File: config.mk
export PLATFORM = sky130hd
export DESIGN_NAME = multi_tick_gen
export DESIGN_NICKNAME = d
export VERILOG_FILES = /design/src/rtl/multi_tick_gen_pkg.sv /design/src/rtl/multi_tick_gen_channel.sv /design/src/rtl/multi_tick_gen.sv
export SDC_FILE = /design/constraint.sdc
export NUM_CORES = 1
export LEC_CHECK = 0
export CELL_PAD_IN_SITES_DETAIL_PLACEMENT = 1
export CELL_PAD_IN_SITES_GLOBAL_PLACEMENT = 1
export CORE_ASPECT_RATIO = 0.5
export CORE_MARGIN = 4
export CORE_UTILIZATION = 30
export CTS_CLUSTER_DIAMETER = 100
export DETAILED_ROUTE_END_ITERATION = 12
export HOLD_SLACK_MARGIN = 0.12
export PLACE_DENSITY_LB_ADDON = 0.1
export SYNTH_ARGS = -nofsm -noshare
export SYNTH_HDL_FRONTEND = slang
export SYNTH_SLANG_ARGS = --single-unit
File: constraint.sdc
create_clock -name clk -period 2.95 [get_ports clk]
set_input_delay 0.4425 -clock clk [delete_from_list [all_inputs] [get_ports clk]]
set_output_delay 0.4425 -clock clk [all_outputs]
set_load 0.005 [all_outputs]
File: src/rtl/multi_tick_gen_pkg.sv
// ----------------------------------------------------------------------------
// multi_tick_gen_pkg
//   Shared constants and types for the multi-channel tick generator.
//   CNT_W_DEF       default counter/divisor width
//   DEFAULT_DIV_DEF divisor loaded into every channel at reset
//   cnt_t           counter/divisor type at the default width
// ----------------------------------------------------------------------------
package multi_tick_gen_pkg;

    localparam int          CNT_W_DEF       = 32;
    localparam int unsigned DEFAULT_DIV_DEF = 350000;

    typedef logic [CNT_W_DEF-1:0] cnt_t;

endpackage : multi_tick_gen_pkg

File: src/rtl/multi_tick_gen_channel.sv
// ----------------------------------------------------------------------------
// tick_gen_channel
//   One tick channel: a free-running counter that emits a registered one-cycle
//   tick every (div_active+1) cycles, plus a shadow divisor that is applied
//   only at a period boundary so every period is glitch-free.
//
//   Optional feature macro: MULTI_TICK_GEN_SQUARE_EN adds the sq output, a
//   flop toggling on every tick (square wave of period 2*(div+1)).
//
// Ports
//   clk       in   1      clock, posedge
//   rst_n     in   1      asynchronous reset, active-low
//   en        in   1      run enable; low holds the counter at 0
//   sync_clr  in   1      synchronous clear; applies any pending shadow
//   wr_sel    in   1      a divisor write targets this channel this cycle
//   wr_div    in   CNT_W  divisor value for the write
//   tick      out  1      registered one-cycle tick
//   pending   out  1      shadow divisor waiting to be applied
//   sq        out  1      square wave (only with MULTI_TICK_GEN_SQUARE_EN)
// ----------------------------------------------------------------------------
module tick_gen_channel
    import multi_tick_gen_pkg::*;
#(
    parameter int          CNT_W       = CNT_W_DEF,
    parameter int unsigned DEFAULT_DIV = DEFAULT_DIV_DEF
)(
    input  logic             clk,
    input  logic             rst_n,
    input  logic             en,
    input  logic             sync_clr,
    input  logic             wr_sel,
    input  logic [CNT_W-1:0] wr_div,
    output logic             tick,
    output logic             pending
`ifdef MULTI_TICK_GEN_SQUARE_EN
    ,
    output logic             sq
`endif
);

    localparam logic [CNT_W-1:0] RST_DIV = CNT_W'(DEFAULT_DIV);

    logic [CNT_W-1:0] cnt_reg,        cnt_next;
    logic [CNT_W-1:0] div_active_reg, div_active_next;
    logic [CNT_W-1:0] div_shadow_reg, div_shadow_next;
    logic             pending_reg,    pending_next;
    logic             tick_reg,       tick_next;
`ifdef MULTI_TICK_GEN_SQUARE_EN
    logic             sq_reg,         sq_next;
`endif

    logic terminal;
    logic apply_now;

    // Terminal count only exists while running; a disabled channel sits at 0.
    assign terminal = en && (cnt_reg == div_active_reg);

    // Points where a new divisor may take effect without cutting a period
    // short: a clear, a stopped channel, or the end of the current period.
    assign apply_now = sync_clr || !en || terminal;

    always_comb begin
        cnt_next        = cnt_reg;
        div_active_next = div_active_reg;
        div_shadow_next = div_shadow_reg;
        pending_next    = pending_reg;
        tick_next       = 1'b0;
`ifdef MULTI_TICK_GEN_SQUARE_EN
        sq_next         = sq_reg;
`endif

        // The shadow always tracks the latest write, so back-to-back writes
        // resolve to the last one.
        if (wr_sel) begin
            div_shadow_next = wr_div;
        end

        if (apply_now) begin
            cnt_next = '0;
            // A write landing on an apply point bypasses the shadow entirely,
            // so pending never rises for it.
            if (wr_sel) begin
                div_active_next = wr_div;
                pending_next    = 1'b0;
            end else if (pending_reg) begin
                div_active_next = div_shadow_reg;
                pending_next    = 1'b0;
            end
        end else begin
            cnt_next = cnt_reg + CNT_W'(1);
            if (wr_sel) begin
                pending_next = 1'b1;
            end
        end

        // sync_clr outranks counting: a terminal count in the same cycle
        // still produces no tick.
        if (terminal && !sync_clr) begin
            tick_next = 1'b1;
`ifdef MULTI_TICK_GEN_SQUARE_EN
            sq_next   = ~sq_reg;
`endif
        end

`ifdef MULTI_TICK_GEN_SQUARE_EN
        if (sync_clr) begin
            sq_next = 1'b0;
        end
`endif
    end

    always_ff @(posedge clk or negedge rst_n) begin
        if (!rst_n) begin
            cnt_reg        <= '0;
            div_active_reg <= RST_DIV;
            div_shadow_reg <= RST_DIV;
            pending_reg    <= 1'b0;
            tick_reg       <= 1'b0;
`ifdef MULTI_TICK_GEN_SQUARE_EN
            sq_reg         <= 1'b0;
`endif
        end else begin
            cnt_reg        <= cnt_next;
            div_active_reg <= div_active_next;
            div_shadow_reg <= div_shadow_next;
            pending_reg    <= pending_next;
            tick_reg       <= tick_next;
`ifdef MULTI_TICK_GEN_SQUARE_EN
            sq_reg         <= sq_next;
`endif
        end
    end

    assign tick    = tick_reg;
    assign pending = pending_reg;
`ifdef MULTI_TICK_GEN_SQUARE_EN
    assign sq      = sq_reg;
`endif

endmodule : tick_gen_channel

File: src/rtl/multi_tick_gen.sv
// ----------------------------------------------------------------------------
// multi_tick_gen
//   NUM_CH independent tick channels, each emitting a one-cycle tick every
//   (div+1) cycles with a run-time programmable divisor. Feeds update strobes
//   to the game FSMs (paddle, ball, display refresh).
//
//   Optional feature macro: MULTI_TICK_GEN_SQUARE_EN adds sq_out, one square
//   wave per channel toggling on each tick.
//
// Ports
//   clk          in   1        clock, posedge
//   rst_n        in   1        asynchronous reset, active-low
//   en           in   NUM_CH   per-channel run enable
//   sync_clr     in   1        synchronous clear of all channels
//   wr_en        in   1        divisor write strobe (accepted every cycle)
//   wr_ch        in   CH_W     channel index for the write
//   wr_div       in   CNT_W    new divisor value
//   wr_ack       out  1        pulse the cycle after a write to a valid channel
//   wr_err       out  1        pulse the cycle after a write with wr_ch >= NUM_CH
//   div_pending  out  NUM_CH   shadow divisor waiting to be applied
//   tick         out  NUM_CH   registered one-cycle tick per channel
//   sq_out       out  NUM_CH   square waves (only with MULTI_TICK_GEN_SQUARE_EN)
// ----------------------------------------------------------------------------
module multi_tick_gen
    import multi_tick_gen_pkg::*;
#(
    parameter  int          NUM_CH      = 4,
    parameter  int          CNT_W       = CNT_W_DEF,
    parameter  int unsigned DEFAULT_DIV = DEFAULT_DIV_DEF,
    localparam int          CH_W        = (NUM_CH > 1) ? $clog2(NUM_CH) : 1
)(
    input  logic              clk,
    input  logic              rst_n,
    input  logic [NUM_CH-1:0] en,
    input  logic              sync_clr,
    input  logic              wr_en,
    input  logic [CH_W-1:0]   wr_ch,
    input  logic [CNT_W-1:0]  wr_div,
    output logic              wr_ack,
    output logic              wr_err,
    output logic [NUM_CH-1:0] div_pending,
    output logic [NUM_CH-1:0] tick
`ifdef MULTI_TICK_GEN_SQUARE_EN
    ,
    output logic [NUM_CH-1:0] sq_out
`endif
);

    // One extra bit so NUM_CH itself is representable when it is a power of 2.
    localparam logic [CH_W:0] NUM_CH_EXT = (CH_W+1)'(NUM_CH);

    logic              wr_ch_valid;
    logic [NUM_CH-1:0] wr_sel;
    logic              wr_ack_reg, wr_ack_next;
    logic              wr_err_reg, wr_err_next;

    assign wr_ch_valid = ({1'b0, wr_ch} < NUM_CH_EXT);

    always_comb begin
        wr_ack_next = wr_en &&  wr_ch_valid;
        wr_err_next = wr_en && !wr_ch_valid;
    end

    always_ff @(posedge clk or negedge rst_n) begin
        if (!rst_n) begin
            wr_ack_reg <= 1'b0;
            wr_err_reg <= 1'b0;
        end else begin
            wr_ack_reg <= wr_ack_next;
            wr_err_reg <= wr_err_next;
        end
    end

    assign wr_ack = wr_ack_reg;
    assign wr_err = wr_err_reg;

    generate
        for (genvar gi = 0; gi < NUM_CH; gi++) begin : g_ch
            // An out-of-range index selects nothing, so no channel changes.
            assign wr_sel[gi] = wr_en && wr_ch_valid && (wr_ch == CH_W'(gi));

            tick_gen_channel #(
                .CNT_W       (CNT_W),
                .DEFAULT_DIV (DEFAULT_DIV)
            ) u_channel (
                .clk      (clk),
                .rst_n    (rst_n),
                .en       (en[gi]),
                .sync_clr (sync_clr),
                .wr_sel   (wr_sel[gi]),
                .wr_div   (wr_div),
                .tick     (tick[gi]),
                .pending  (div_pending[gi])
`ifdef MULTI_TICK_GEN_SQUARE_EN
                ,
                .sq       (sq_out[gi])
`endif
            );
        end
    endgenerate

endmodule : multi_tick_gen

# Word level (Yosys, flattened, before mapping)
# Index checks and enable logic that the tools add are counted.
[totals] ff_bits=393 out_inout_bits=10 elab_cells=94
[classes] addsub=4 n_eq_ne=7 muxes=24 reduce_logical=38
[ops] cell="$mux W32" n=12
[ops] cell="$add A32 B1 Y32 const B" n=4
[ops] cell="$eq A32 B32 Y1" n=4
[ops] cell="$reduce_bool A2 Y1" n=8
[ops] cell="$logic_and A1 B1 Y1" n=12
[ops] cell="$mux W1" n=12
[ops] cell="$logic_or A1 B1 Y1" n=8
[ops] cell="$reduce_and A2 Y1" n=4
[ops] cell="$logic_not A1 Y1" n=5
[ops] cell="$eq A2 B2 Y1 const B" n=2
[ops] cell="$eq A2 B1 Y1 const B" n=1
[ops] cell="$logic_not A2 Y1" n=1

# Logic depth before layout (Yosys ltp)
[logic_depth] ltp_word=4 depth_mapped=10 ltp_nobuf=7

# Hierarchy
# From an unflattened synthesis, not the netlist that was laid out.
[unflattened] hier_cells=1355 area_unflattened_um2=17420.5
[by_module_without_submodules] mod="tick_gen_channel" instances=4 cells_per_inst=337 area_each_um2=4336.7 seq_area_each_um2=2474.9
[by_module_without_submodules] mod="multi_tick_gen" instances=1 cells_per_inst=7 area_each_um2=73.8 seq_area_each_um2=25.0

# Worst setup path after synthesis
# OpenSTA, ideal clock, no wires.
[synth_path] path_type="reg-to-reg" startpoint="register g_ch[1].u_channel.div_active_reg[18]" endpoint="register g_ch[1].u_channel.div_active_reg[11]" setup_ps=125 t_arrival_ps=2023 required_time_ps=2825 setup_slack_ps=802 path_stages_with_launch=10 synth_period_minus_slack_ps=2148 cell_sequence="dfstp_2 xnor2_1 nand4_1 nor4_2 a311o_1 buf_6 and2_4 buf_6 buf_12 mux2_4"
[synth_via] elab_chain_cells=4
[synth_rtl] element="from (decl)" line_no="multi_tick_gen_channel.sv:44" rtl="logic [CNT_W-1:0] div_active_reg, div_active_next;"
[synth_rtl] element="from (signal assigned)" line_no="multi_tick_gen_channel.sv:124" rtl="div_active_reg <= div_active_next;"
[synth_rtl] element="$eq A32 B32 Y1" line_no="multi_tick_gen_channel.sv:56" rtl="assign terminal = en && (cnt_reg == div_active_reg);"
[synth_rtl] element="$logic_and A1 B1 Y1" line_no="multi_tick_gen_channel.sv:56"
[synth_rtl] element="$logic_or A1 B1 Y1" line_no="multi_tick_gen_channel.sv:60" rtl="assign apply_now = sync_clr || !en || terminal;"
[synth_rtl] element="$reduce_and A2 Y1 (no source line)"
# Every way passes these cells.
# A chain may end at the register's enable or synchronous reset.

# Worst setup path after layout
[layout_path] startpoint="register g_ch[0].u_channel.div_active_reg[8]" endpoint="register g_ch[0].u_channel.div_active_reg[20]"
[layout_via] elab_chain_cells=4
[layout_rtl] element="from (decl)" line_no="multi_tick_gen_channel.sv:44"
[layout_rtl] element="from (signal assigned)" line_no="multi_tick_gen_channel.sv:124"
[layout_rtl] element="$eq A32 B32 Y1" line_no="multi_tick_gen_channel.sv:56"
[layout_rtl] element="$logic_and A1 B1 Y1" line_no="multi_tick_gen_channel.sv:56"
[layout_rtl] element="$logic_or A1 B1 Y1" line_no="multi_tick_gen_channel.sv:60"
[layout_rtl] element="$reduce_and A2 Y1 (no source line)"
# Every way passes these cells.

==> impl_metrics.tcl <==
set metrics [dict create \
    status "complete, no violations" \
    drv_slew 0 \
    hold-path-cell-count 1 \
    path_class "register to register" \
    grt-ovfl-total 0 \
    ys_top_cells_by_count "dfrtp_1, mux2_2, nor2_1" \
    max_freq_ghz 0.373 \
    htreeDepth 2 \
    fillers 6093 \
    synth_edf_count 0 \
    synthArstFlopShare_pct 100 \
    initial_core_util_pct 30.6 \
    drtAntennaViolNets 0 \
    rows 62 \
    slew-limit-headroom_pct 46.9 \
    post_cts_buffers 0 \
    hold_viol 0 \
    dp_hpwl_mm 34.8 \
    die-width_um 351 \
    p_sw_uw 4140 \
    synth_warnings 0 \
    die_h_um 180 \
    grt_pass1_vias 11500 \
    drc 0 \
    grt_setup_unrepaired "no" \
    grt_usage_pct 15.8 \
    cts_buffers 41 \
    vdd_drop_max_mv 0.365 \
    wl_mm 49.5 \
    synth.net_count 1437 \
    syn_area_um2 17700 \
    seq_power_share_pct 49.3 \
    synth_top_area_share_pct 45.4 \
    slowest_stage "dfstp_2" \
    drt_iter0_markers 700 \
    hold_slack_ns 0.463 \
    num_vias 10700 \
    synth_ff_type "dfrtp_1" \
    yosysMostFrequentCell "dfrtp_1" \
    tns_ns 0 \
    synth_seq_cells 393 \
    worstPathCellList "xnor2_1, nand4_1, nor4_1, buf_4, a41o_1, o21a_4, mux2_2" \
    synth_area_leaders "dfrtp_1, mux2_2, dfstp_2" \
    crit_required_ns 3.38 \
    cts_root_buf "clkbuf_16" \
    syn_inst 1391 \
    grt_pass1_wl_mm 75.6 \
    finalCritPeriodShare_pct 90.9 \
    cts_tree "built" \
    worst_path_largest_cell_delay_ns 0.59 \
    layout_min_cycle_time_ns 2.68 \
    synth_area_leader_cell "dfrtp_1" \
    path_clk_slew_ns 0.06 \
    postSynthAreaPerCell_um2 12.7 \
    vias_per_cell 4.73 \
    p_sw_share_pct 27.3 \
    cts_num_sinks 393 \
    ys_types 42 \
    p_comb_share_pct 15.6 \
    reg2regPathDepth 7 \
    critical_path_peak_fanout 32 \
    avgRoutedWirePerCell_um 22.0 \
    antenna_found_initial 8 \
    setup_violations 0 \
    io_pins 52 \
    holdCritPathClass "input port to register" \
    nets 1500 \
    arrival_ns 3.11 \
    grt_max_degree 76 \
    leakagePower_uw 0.00825 \
    cellPowerDensity_nw_per_um2 741 \
    ff_latch_area_um2 9920 \
    startpoint_type "register" \
    diodes 0 \
    clk_latency_ns 0.55 \
    drive_gt1_share_pct 27.4 \
    gp_congestion 0.796 \
    area_delta_synth_final_pct 15.8 \
    tightest_slew_ns 0.791 \
    multi_input_area_um2 7330 \
    drv_cap 0 \
    port_buffers 50 \
    crit_path_end_kind "register" \
    dieArea_um2 63100 \
    first_pass_iters 4 \
    cts_buffer_depth 3 \
    internal-power_uw 11000 \
    power.share.clock_pct 35.1 \
    yosysSeqAreaShare_pct 56.1 \
    core_um2 57800 \
    skew_ns 0.0272 \
]
==> what timing repair did <==
action,in CTS,in global routing
hold buffers,1,0
endpoints found under the hold margin,53,0
gates resized for setup,0,0
==> worst max-delay path: cells and delay by family (launching register included) <==
kind	cells	cell delay, ns
multiplexers	1	0.39
AO/OA/AOI/OAI	2	0.66
buffers and inverters	1	0.20
AND/OR/NAND/NOR	2	0.57
XOR/XNOR	1	0.13
flip-flops	1	0.59
==> path summary, 6_finish.rpt <==
| path | slack (ns) | end | start |
|---|---|---|---|
| setup / recovery | 0.27 | g_ch[0].u_channel.div_active_reg[20]$_DFFE_PN0P_ | g_ch[0].u_channel.div_active_reg[8]$_DFFE_PN1P_ |
| hold / removal | 0.46 | wr_ack$_DFF_PN0_ | wr_en |
| setup reg to reg | 0.27 | g_ch[0].u_channel.div_active_reg[20]$_DFFE_PN0P_ | g_ch[0].u_channel.div_active_reg[8]$_DFFE_PN1P_ |
| hold reg to reg | 0.49 | g_ch[2].u_channel.div_shadow_reg[7]$_DFFE_PN0P_ | g_ch[2].u_channel.div_shadow_reg[7]$_DFFE_PN0P_ |
| max in group asynchronous | 1.59 | g_ch[2].u_channel.div_active_reg[5]$_DFFE_PN1P_ | rst_n |
| min in group asynchronous | 0.47 | g_ch[2].u_channel.cnt_reg[23]$_DFF_PN0_ | rst_n |
==> per-stage QoR <==
stage | utilization, % | instance area, um2 | power (uW) | setup WS (ns) | cells
CTS | 35.4 | 20500 | 15400 | 0.281 | 2255
finish | 35.4 | 20500 | 15200 | 0.268 | 2255
global placement | 33.0 | 19100 | 9840 | 0.308 | 2178
global route | 35.4 | 20500 | 16000 | 0.154 | 2255
floorplan | - | 17700 | 8880 | 0.802 | 1391
detailed placement | 33.0 | 19100 | 9960 | 0.275 | 2178
==> power groups by stage <==
stage          clock network [uW]  logic (uW)  registers [uW]
6_report                     5330        2370            7470
4_1_cts                      5530        2420            7470
2_1_floorplan                   0        1800            7070
5_1_grt                      5760        2610            7590
3_3_place_gp                    0        2310            7530
3_5_place_dp                    0        2410            7560
==> layout by cell type (no fill, tap or decap), types with 12 or more instances in the layout <==
cell type | netlist | final
and3_1 | 26 | 26
nand2_1 | 47 | 47
dfstp_2 | 72 | 72
mux2_1 | 27 | 27
clkbuf_16 | 0 | 43
clkbuf_8 | 0 | 12
nor2_1 | 161 | 161
nor3_1 | 15 | 15
buf_4 | 13 | 18
dfrtp_1 | 321 | 321
xor2_1 | 97 | 97
clkdlybuf4s50_1 | 0 | 49
inv_1 | 13 | 13
nor4_1 | 13 | 13
xnor2_1 | 143 | 143
nand2b_1 | 22 | 22
mux2_4 | 30 | 30
mux2_2 | 199 | 199
nand3_1 | 47 | 47
nand4_1 | 61 | 61
==> cell families after synthesis <==
| logic type | share of synthesized area [%] |
|---|---|
| fa+ha+maj | 0.283 |
| simple gates | 11.9 |
| xor+xnor | 11.9 |
| buf+inv | 2.49 |
| compound gates | 0.333 |
| mux | 16.9 |
| other cells | 0.0212 |
| flops | 56.1 |
==> area by class of cell <==
type / count / share of cell area, %
sequential: 393 / 48.5
multi-input combinational: 927 / 35.8
clock buffer: 63 / 6.21
tap: 768 / 4.70
timing repair buffer: 78 / 4.06
clock inverter: 13 / 0.489
inverter: 13 / 0.238
==> per-layer routing <==
metal  track usage (%)  wire length, um  part of all wire, %
met5                 0                0                    0
met4              2.83              724                  1.5
met3              2.19             1810                  3.7
met2              22.9            20900                   42
met1              25.0            26100                   53
Power figures use the tool's default switching activity.
